<file path="config.mk">
export PLATFORM = sky130hd
export DESIGN_NAME = vector_alu_sequencer_flat
export DESIGN_NICKNAME = d
export VERILOG_FILES = /design/src/rtl/alu_pkg.sv /design/src/rtl/vector_alu_sequencer_if.sv /design/src/rtl/alu.sv /design/src/rtl/vector_alu_sequencer.sv /design/src/flat_wrapper.sv
export SDC_FILE = /design/constraint.sdc
export NUM_CORES = 1
export LEC_CHECK = 0
export BUFFER_PORTS_ARGS = -buffer_cell sky130_fd_sc_hd__buf_2
export CORE_UTILIZATION = 44
export DETAILED_ROUTE_END_ITERATION = 16
export GPL_TIMING_DRIVEN = 0
export PLACE_DENSITY_LB_ADDON = 0.12
export SLEW_MARGIN = 10
export SYNTH_ARGS = -nofsm -noshare
export SYNTH_HDL_FRONTEND = slang
export SYNTH_SLANG_ARGS = --single-unit
export TNS_END_PERCENT = 20
</file>
<file path="constraint.sdc">
create_clock -name clk -period 11.4 [get_ports clk]
set_input_delay 0.57 -clock clk [delete_from_list [all_inputs] [get_ports clk]]
set_output_delay 0.57 -clock clk [all_outputs]
set_load 0.02 [all_outputs]
</file>
<file path="src/rtl/alu_pkg.sv">
// Shared definitions for the vector ALU sequencer: op encoding, FSM states
// and the legality check used at operation acceptance.
package alu_pkg;

    // ALU operation encoding; 3'b000 and 3'b111 are deliberately unused.
    typedef enum logic [2:0] {
        OP_XOR = 3'b001,
        OP_ADD = 3'b010,
        OP_SUB = 3'b011,
        OP_MUL = 3'b100,
        OP_SHR = 3'b101,
        OP_SHL = 3'b110
    } op_e;

    // Sequencer control states.
    typedef enum logic [1:0] {
        IDLE = 2'd0,
        RUN  = 2'd1,
        DONE = 2'd2
    } state_e;

    // True for every op code that maps to a real ALU operation.
    function automatic logic is_legal_op(input logic [2:0] op);
        return (op != 3'b000) && (op != 3'b111);
    endfunction

endpackage

</file>
<file path="src/rtl/vector_alu_sequencer_if.sv">
// Request/response bundle between a vector-op producer and the sequencer.
interface vector_alu_sequencer_if #(
    parameter int dataSize = 8,
    parameter int lanes    = 4
);
    logic                        in_valid;
    logic                        in_ready;
    logic [2:0]                  op;
    logic [lanes*dataSize-1:0]   vec_a;
    logic [lanes*dataSize-1:0]   vec_b;
    logic                        out_valid;
    logic                        out_ready;
    logic [lanes*dataSize-1:0]   vec_r;
    logic                        neg_any;
    logic                        zero_all;
    logic                        illegal_op;

    // Producer / consumer side.
    modport master (
        output in_valid, op, vec_a, vec_b, out_ready,
        input  in_ready, out_valid, vec_r, neg_any, zero_all, illegal_op
    );

    // Sequencer side.
    modport slave (
        input  in_valid, op, vec_a, vec_b, out_ready,
        output in_ready, out_valid, vec_r, neg_any, zero_all, illegal_op
    );
endinterface

</file>
<file path="src/rtl/alu.sv">
// Combinational single-element ALU. Results wrap to dataSize bits; the shift
// ops use operand2 as the shift distance.
module alu
    import alu_pkg::*;
#(
    parameter int dataSize = 8
) (
    input  logic [2:0]          operation_select,
    input  logic [dataSize-1:0] operand1,
    input  logic [dataSize-1:0] operand2,
    output logic [dataSize-1:0] result,
    output logic                neg_flag,
    output logic                zero_flag
);

    // Select the element result; unused codes produce zero.
    always_comb begin
        result = '0;
        case (operation_select)
            OP_XOR:  result = operand1 ^ operand2;
            OP_ADD:  result = operand1 + operand2;
            OP_SUB:  result = operand1 - operand2;
            OP_MUL:  result = operand1 * operand2;
            OP_SHR:  result = operand1 >> operand2;
            OP_SHL:  result = operand1 << operand2;
            default: result = '0;
        endcase
    end

    assign neg_flag  = result[dataSize-1];
    assign zero_flag = (result == '0);

endmodule

</file>
<file path="src/rtl/vector_alu_sequencer.sv">
// Sequences one scalar ALU across all lanes of a vector operation, one lane
// per cycle, and presents the packed result with aggregated flags.
module vector_alu_sequencer
    import alu_pkg::*;
#(
    parameter int dataSize = 8,
    parameter int lanes    = 4
) (
    input  logic                  clk,
    input  logic                  rst_n,
    vector_alu_sequencer_if.slave bus
);

    localparam int            IDX_W    = $clog2(lanes);
    localparam logic [IDX_W-1:0] IDX_LAST = IDX_W'(lanes - 1);

    state_e                    r_state;
    state_e                    w_state_next;
    logic                      r_ready_en;
    logic [2:0]                r_op;
    logic [lanes*dataSize-1:0] r_vec_a;
    logic [lanes*dataSize-1:0] r_vec_b;
    logic [lanes*dataSize-1:0] r_vec_r;
    logic [IDX_W-1:0]          r_idx;
    logic                      r_neg_any;
    logic                      r_zero_all;
    logic                      r_illegal_op;
    logic                      r_out_valid;

    logic                      w_in_ready;
    logic                      w_accept;
    logic [dataSize-1:0]       w_elem_a [lanes];
    logic [dataSize-1:0]       w_elem_b [lanes];
    logic [dataSize-1:0]       w_operand1;
    logic [dataSize-1:0]       w_operand2;
    logic [dataSize-1:0]       w_result;
    logic                      w_neg_flag;
    logic                      w_zero_flag;

    // Unpack the captured operand vectors into per-lane elements.
    for (genvar gi = 0; gi < lanes; gi++) begin : g_unpack
        assign w_elem_a[gi] = r_vec_a[gi*dataSize +: dataSize];
        assign w_elem_b[gi] = r_vec_b[gi*dataSize +: dataSize];
    end

    assign w_operand1 = w_elem_a[r_idx];
    assign w_operand2 = w_elem_b[r_idx];

    alu #(
        .dataSize (dataSize)
    ) u_alu (
        .operation_select (r_op),
        .operand1         (w_operand1),
        .operand2         (w_operand2),
        .result           (w_result),
        .neg_flag         (w_neg_flag),
        .zero_flag        (w_zero_flag)
    );

    // State register; reset forces IDLE without waiting for a clock.
    always_ff @(posedge clk or negedge rst_n) begin
        if (!rst_n) begin
            r_state <= IDLE;
        end else begin
            r_state <= w_state_next;
        end
    end

    // Next-state and ready decode. Ready stays low until the first edge after
    // reset release; illegal ops skip RUN entirely. DONE only completes once
    // out_valid has actually been presented.
    always_comb begin
        w_state_next = r_state;
        w_in_ready   = 1'b0;
        case (r_state)
            IDLE: begin
                w_in_ready = r_ready_en;
                if (bus.in_valid && r_ready_en) begin
                    w_state_next = is_legal_op(bus.op) ? RUN : DONE;
                end
            end
            RUN: begin
                if (r_idx == IDX_LAST) begin
                    w_state_next = DONE;
                end
            end
            DONE: begin
                if (r_out_valid && bus.out_ready) begin
                    w_state_next = IDLE;
                end
            end
            default: w_state_next = IDLE;
        endcase
    end

    assign w_accept = w_in_ready && bus.in_valid;

    // Operand capture, per-lane result write-back, flag accumulation and
    // the registered out_valid (asserted one cycle after entering DONE).
    always_ff @(posedge clk or negedge rst_n) begin
        if (!rst_n) begin
            r_ready_en   <= 1'b0;
            r_op         <= 3'b000;
            r_vec_a      <= '0;
            r_vec_b      <= '0;
            r_vec_r      <= '0;
            r_idx        <= '0;
            r_neg_any    <= 1'b0;
            r_zero_all   <= 1'b0;
            r_illegal_op <= 1'b0;
            r_out_valid  <= 1'b0;
        end else begin
            r_ready_en <= 1'b1;
            case (r_state)
                IDLE: begin
                    r_out_valid <= 1'b0;
                    if (w_accept) begin
                        r_op    <= bus.op;
                        r_vec_a <= bus.vec_a;
                        r_vec_b <= bus.vec_b;
                        r_vec_r <= '0;
                        r_idx   <= '0;
                        if (is_legal_op(bus.op)) begin
                            r_illegal_op <= 1'b0;
                            r_neg_any    <= 1'b0;
                            r_zero_all   <= 1'b1;
                        end else begin
                            r_illegal_op <= 1'b1;
                            r_neg_any    <= 1'b0;
                            r_zero_all   <= 1'b0;
                        end
                    end
                end
                RUN: begin
                    r_out_valid <= 1'b0;
                    r_vec_r[r_idx*dataSize +: dataSize] <= w_result;
                    r_neg_any  <= r_neg_any | w_neg_flag;
                    r_zero_all <= r_zero_all & w_zero_flag;
                    if (r_idx != IDX_LAST) begin
                        r_idx <= r_idx + 1'b1;
                    end
                end
                DONE: begin
                    r_out_valid <= !(r_out_valid && bus.out_ready);
                end
                default: r_out_valid <= 1'b0;
            endcase
        end
    end

    assign bus.in_ready   = w_in_ready;
    assign bus.out_valid  = r_out_valid;
    assign bus.vec_r      = r_vec_r;
    assign bus.neg_any    = r_neg_any;
    assign bus.zero_all   = r_zero_all;
    assign bus.illegal_op = r_illegal_op;

endmodule
</file>
<file path="src/flat_wrapper.sv">
// flat-port wrapper written by rule: the top's interface ports become plain ports
module vector_alu_sequencer_flat import alu_pkg::*;
#(
    parameter int dataSize = 8,
    parameter int lanes    = 4
)
  (clk, rst_n, bus_in_valid, bus_op, bus_vec_a, bus_vec_b, bus_out_ready, bus_in_ready, bus_out_valid, bus_vec_r, bus_neg_any, bus_zero_all, bus_illegal_op);
  vector_alu_sequencer_if #(.dataSize(dataSize), .lanes(lanes)) bus_i ();
  input  logic clk;
  input  logic rst_n;
  input wire logic [$bits(bus_i.in_valid)-1:0] bus_in_valid;
  input wire logic [$bits(bus_i.op)-1:0] bus_op;
  input wire logic [$bits(bus_i.vec_a)-1:0] bus_vec_a;
  input wire logic [$bits(bus_i.vec_b)-1:0] bus_vec_b;
  input wire logic [$bits(bus_i.out_ready)-1:0] bus_out_ready;
  output wire logic [$bits(bus_i.in_ready)-1:0] bus_in_ready;
  output wire logic [$bits(bus_i.out_valid)-1:0] bus_out_valid;
  output wire logic [$bits(bus_i.vec_r)-1:0] bus_vec_r;
  output wire logic [$bits(bus_i.neg_any)-1:0] bus_neg_any;
  output wire logic [$bits(bus_i.zero_all)-1:0] bus_zero_all;
  output wire logic [$bits(bus_i.illegal_op)-1:0] bus_illegal_op;
  assign bus_i.in_valid = bus_in_valid;
  assign bus_i.op = bus_op;
  assign bus_i.vec_a = bus_vec_a;
  assign bus_i.vec_b = bus_vec_b;
  assign bus_i.out_ready = bus_out_ready;
  assign bus_in_ready = bus_i.in_ready;
  assign bus_out_valid = bus_i.out_valid;
  assign bus_vec_r = bus_i.vec_r;
  assign bus_neg_any = bus_i.neg_any;
  assign bus_zero_all = bus_i.zero_all;
  assign bus_illegal_op = bus_i.illegal_op;
  vector_alu_sequencer #(.dataSize(dataSize), .lanes(lanes)) u_core (.clk(clk), .rst_n(rst_n), .bus(bus_i));
endmodule
</file>
* After elaboration in Yosys (flattened, before gate mapping)
Cells that the tools add are included.
Cells by class: add/sub/neg operators 4, $mul 1, $lt $le $gt $ge 1, eq/ne operators 16, shift operators 4, multiplexer cells 26, bitwise logic cells 4, reductions and logical operators 13
Operators with widths (number):
- 32-bit case mux with 2 select lines | 1
- 8-bit case mux with 6 select lines | 1
- 5-bit negator with 34-bit output | 1
- 8-bit by 34-bit variable shift with 32-bit output (first input constant) | 1
- 8-bit by 34-bit indexed part select with 32-bit output | 1
- 8-bit binary-select mux with 2-bit select | 2
- 32-bit bitwise mux | 1
- 32-bit 2-to-1 mux | 1
- 8-bit 2-to-1 mux | 4
- 2-bit 2-to-1 mux | 6
- 2-bit by 1-bit inequality test with 1-bit output (second input constant) | 5
- 3-bit equality test (second input constant) | 3
- 8-bit adder | 1
- 8-bit zero test | 1
- 8-bit by 8-bit multiplier with 8-bit output | 1
- 8-bit by 8-bit << shifter with 8-bit output | 1
- 8-bit by 8-bit >> shifter with 8-bit output | 1
- 8-bit subtractor | 1
- 8-bit XOR | 1
- 3-bit by 2-bit equality test with 1-bit output (second input constant) | 2
- 1-bit 2-to-1 mux | 6
- 2-bit case mux with 3 select lines | 1
- 3-bit AND reduction | 2
- 2-bit equality test (second input constant) | 2
- other kinds (17) | 22
Word-level totals: register bits 108, input bits 71, output and inout bits 37

* Longest topological paths before layout
depth after elaboration 9, depth in mapped cells 24, mapped depth without buffers 21

* Hierarchy
From an unflattened synthesis, not the netlist that was laid out.
Second synthesis, totals: cell total of the unflattened synthesis 582, area total of the unflattened synthesis 6895.4 sq um
Modules (own cells, without submodules):
- vector_alu_sequencer | times used 1, cells an instance 288, area each 4636.9 sq um, seq. area each 2702.6 sq um
- alu | times used 1, cells an instance 294, area each 2258.4 sq um, seq. area each 0.0 sq um

* Worst setup path before layout
Ideal clock, no wire load.
path type flip-flop to flip-flop, from register u_core.r_idx[1], to register u_core.r_zero_all, in the netlist u_core.bus.zero_all, library setup time 0.101 ns, arrival 5.455 ns, data required time 11.299 ns, setup slack 5.844 ns, cell stages (with the launch flop) 22, buffers on the path 3, period minus slack after synthesis 5.556 ns, cell sequence dfrtp_1 > buf_2 > buf_2 > mux4_2 > clkbuf_1 > ha_1 > inv_1 > fa_1 > inv_1 > ha_1 > fa_1 > inv_1 > fa_1 > inv_1 > ha_1 > a21oi_1 > xor2_1 > xnor2_2 > xnor3_1 > and2_1 > or3_1 > o311ai_2
On the way: word-level cells in the longest chain between the ends 9, elaborated cells on any way between the ends 17, those cells by class add/sub: 2; mul: 1; shift: 2; mux: 8; bitwise: 3; reduce/logical: 1
RTL lines:
- from (decl) | line vector_alu_sequencer.sv:24 | logic [IDX_W-1:0] r_idx;
- from (signal assigned) | line vector_alu_sequencer.sv:140 | r_idx <= r_idx + 1'b1;
- 2-bit NOT with 3-bit output (implied by the code) * | line vector_alu_sequencer.sv:46, vector_alu_sequencer.sv:47
- 8-bit binary-select mux with 2-bit select (on tied branches) | line vector_alu_sequencer.sv:46, vector_alu_sequencer.sv:47
- 8-bit 2-to-1 mux (on tied branches) (2 in series) | line vector_alu_sequencer.sv:46, vector_alu_sequencer.sv:47
- 8-bit by 8-bit multiplier with 8-bit output, or another cell as far along | line alu.sv:23 | OP_MUL: result = operand1 * operand2;
- 8-bit case mux with 6 select lines * | line alu.sv:19 | case (operation_select)
- 8-bit zero test * | line alu.sv:31 | assign zero_flag = (result == '0);
- 1-bit bitwise AND * | line vector_alu_sequencer.sv:138 | r_zero_all <= r_zero_all & w_zero_flag;
- 1-bit case mux with 2 select lines * | line vector_alu_sequencer.sv:114 | case (r_state)
- to (signal assigned) | line vector_alu_sequencer.sv:138
- to (decl) | line vector_alu_sequencer.sv:26 | logic r_zero_all;
Every way passes the cells marked *; elsewhere a longest branch is shown, timed or not. The select of a mux whose other input is x is not followed. A chain may end at the register's enable or synchronous reset.

* Worst setup path after layout
Same ends and word-level chain as after synthesis.

==> impl_metrics.sql <==
INSERT INTO impl_metrics (metric_group, metric, value, unit) VALUES
('critical_path', 'worstPathMaxFanout', '10', ''),
('clock_tree', 'worstSkewPairLatency', '0.35', 'ns'),
('route', 'wl_met1', '7674', 'um'),
('route', 'drtIter0Drc', '243', ''),
('critical_path', 'worst_path_max_delay_cell', 'sky130_fd_sc_hd__fa_1', ''),
('timing', 'period_share', '57.47', '%'),
('timing', 'worst_margin_slew', '1.092', 'ns'),
('route', 'via_count', '5113', ''),
('status', 'result_of_the_run', 'finished clean', ''),
('timing', 'timing.hold.ws', '0.04981', 'ns'),
('global_routing', 'remaining_overflow_grt', '0', ''),
('synth', 'post-synth-top-count-cell', 'sky130_fd_sc_hd__dfrtp_1', ''),
('clock_tree', 'tritoncts.num_buffers', '9', ''),
('critical_path', 'setup.worst_path.end_class', 'flop', ''),
('clock_tree', 'numClockSinks', '108', ''),
('timing', 'finalHoldViolCount', '0', ''),
('route', 'vias_per_cell', '5.558', ''),
('synth', 'yosys-top-cells-count', 'sky130_fd_sc_hd__dfrtp_1 (108), sky130_fd_sc_hd__nand2_1 (76), sky130_fd_sc_hd__mux2_2 (67)', ''),
('synth', 'synthAdderAreaFrac', '9.888', '%'),
('critical_path', 'worst_setup_path_start_kind', 'flop', ''),
('critical_path', 'critPathRequiredTime', '11.65', 'ns'),
('critical_path', 'worstPathArrival', '6.80', 'ns'),
('synth', 'ys_top_cells_by_area', 'sky130_fd_sc_hd__dfrtp_1 (40%), sky130_fd_sc_hd__mux2_2 (11%), sky130_fd_sc_hd__ha_1 (6.0%)', ''),
('critical_path', 'worst_path_largest_cell_delay', '0.54', 'ns'),
('global_routing', 'grt_pass1_wl', '28460', 'um'),
('synth', 'synth_top_area_share', '40.45', '%'),
('clock_tree', 'clk_pin_slew', '0.07', 'ns'),
('clock_tree', 'root_buffer', 'sky130_fd_sc_hd__clkbuf_16', ''),
('floorplan', 'fp-row-count', '44', ''),
('timing', 'layout_min_cycle_time', '6.551', 'ns'),
('synth', 'largest_family_of_logic_cells_by_synthesized_area', 'multiplexers', ''),
('critical_path', 'crit_top_cell', 'sky130_fd_sc_hd__inv_1', ''),
('synth', 'synth_enable_flop_cells', '0', ''),
('synth', 'ys.flop_type', 'sky130_fd_sc_hd__dfrtp_1', ''),
('timing', 'clock_skew', '0.008254', 'ns'),
('timing', 'timing.setup.tns', '0', 'ns'),
('timing', 'grt_setup_unrepaired', 'false', ''),
('route', 'wl_per_cell', '18.27', 'um'),
('route', 'dr.pass1.iters', '7', ''),
('global_routing', 'first_global_vias', '5527', ''),
('timing', 'setup_viol', '0', ''),
('cells_and_area', 'antenna_cells_inserted', '0', ''),
('route', 'dr.max_layer_used', 'met5', ''),
('clock_tree', 'cts.htree.levels', '3', ''),
('global_routing', 'antenna_found_initial', '2', ''),
('placed_design', 'postPlaceCellArea', '7481', 'sq um'),
('clock_tree', 'cts_hold_buffers', '0', ''),
('synth', 'synthCells', '613', ''),
('cells_and_area', 'final_area', '7752', 'sq um'),
('synth', 'synth_cell_type_count', '69', ''),
('route', 'met2_length', '7898', 'um'),
('placed_design', 'dp_hpwl', '12710', 'um'),
('floorplan', 'initial_utilization', '45.45', '%'),
('synth', 'synth-async-reset-ratio', '100.0', '%'),
('floorplan', 'floorplan.die.width', '125.2', 'um'),
('clock_tree', 'clock_tree.buffer_depth', '2', ''),
('cells_and_area', 'layout-area-overhead-vs-synth', '16.03', '%'),
('floorplan', 'core_region_area', '14700', 'sq um'),
('synth', 'synth.yosys.warnings', '0', ''),
('global_routing', 'grt_use_total', '23.19', '%'),
('timing', 'slew_headroom', '27.17', '%'),
('cells_and_area', 'finish.net_count', '848', ''),
('route', 'detail-route-antenna-nets', '0', ''),
('floorplan', 'floorplan.io_pins', '108', ''),
('critical_path', 'cp_cell_sequence', 'buf_2, buf_2, mux4_2, clkbuf_1, ha_1, inv_1, fa_1, inv_1, ha_1, fa_1, inv_1, fa_1, inv_1, ha_1, a21oi_1, xor2_1, xnor2_2, xnor3_1, and2_1, or3_1, o311ai_2', ''),
('critical_path', 'timing_worst_setup_path_type', 'reg -> reg', ''),
('synth', 'synth_area_leader_cell', 'sky130_fd_sc_hd__dfrtp_1', ''),
('synth', 'synthXorXnorAreaFrac', '4.251', '%'),
('critical_path', 'r2r_cells', '21', ''),
('synth', 'synth-seq-cells', '108', ''),
('route', 'detail_route.drc_violations', '0', '');
[worst max-delay path: cells and delay by family, from the launching register on]
| kind | cells | cell delay [ns] |
|---|---|---|
| buf+inv | 7 | 1.34 |
| mux | 1 | 0.38 |
| compound gates | 2 | 0.59 |
| fa+ha+maj | 6 | 2.43 |
| simple gates | 2 | 0.57 |
| flops | 1 | 0.38 |
| xor+xnor | 3 | 0.77 |
[registers in the layout, summed over array words and instances (netlist names)]
name,cells
u_core.bus.vec_r,32
u_core.r_vec_a,32
u_core.r_vec_b,32
u_core.r_op,3
u_core.r_idx,2
u_core.r_state,2
u_core.bus.illegal_op,1
u_core.bus.neg_any,1
u_core.bus.out_valid,1
u_core.bus.zero_all,1
u_core.r_ready_en,1
[cell type report]
cell class	count	area [sq um]
fillers	1340	6947
multi-input cells	439	3677
flip-flops and latches	108	2703
repair buffers	108	569.3
well taps	184	230.2
clock buffers	10	229.0
inverters	40	151.4
plain buffers	26	150.1
clock inverters	5	42.54
[logic make-up after synthesis]
logic type      count (synthesis)
compound gates                103
flops                         108
xor+xnor                       30
other cells                     1
fa+ha+maj                      45
simple gates                  163
mux                            97
buf+inv                        66
[cells in the final DEF, fill, tap and decap left out, drive strengths merged, types with 10 or more instances in the layout]
master	n
dfrtp	108
ha	32
fa	13
inv	43
nand2	78
xor2	11
nand3	10
mux4	15
clkbuf	19
nor2	27
and2	13
xnor2	18
o21ai	42
buf	125
mux2i	14
a21oi	17
mux2	68
[stage by stage]
stage | std cells | setup WS, ns | util (%)
finish | 920 | 4.849 | 52.74
global route | 920 | 4.524 | 52.74
CTS | 920 | 4.827 | 52.74
detailed placement | 905 | 4.855 | 50.89
global placement | 904 | 4.875 | 50.66
floorplan | 613 | 5.844 | -
[per-layer routing]
layer	global-route usage (%)	vias up
met5	0	-
met4	5.882	2
met3	5.605	21
li1	-	2390
met1	30.23	2548
met2	38.81	152
[path summary, 6_finish.rpt]
check / from / to
min reg2reg: u_core.bus.vec_r[11] / u_core.bus.vec_r[11]
max reg2reg: u_core.r_idx[1] / u_core.bus.zero_all
max in group asynchronous: rst_n / u_core.bus.vec_r[16]
min in group clk: bus_out_ready / u_core.bus.out_valid
min: rst_n / u_core.r_vec_a[25]
max: u_core.r_idx[1] / u_core.bus.zero_all
Power is left out: the tool's default activity adds up to more than one toggle a clock period on the data nets, which glitch-free logic cannot reach.
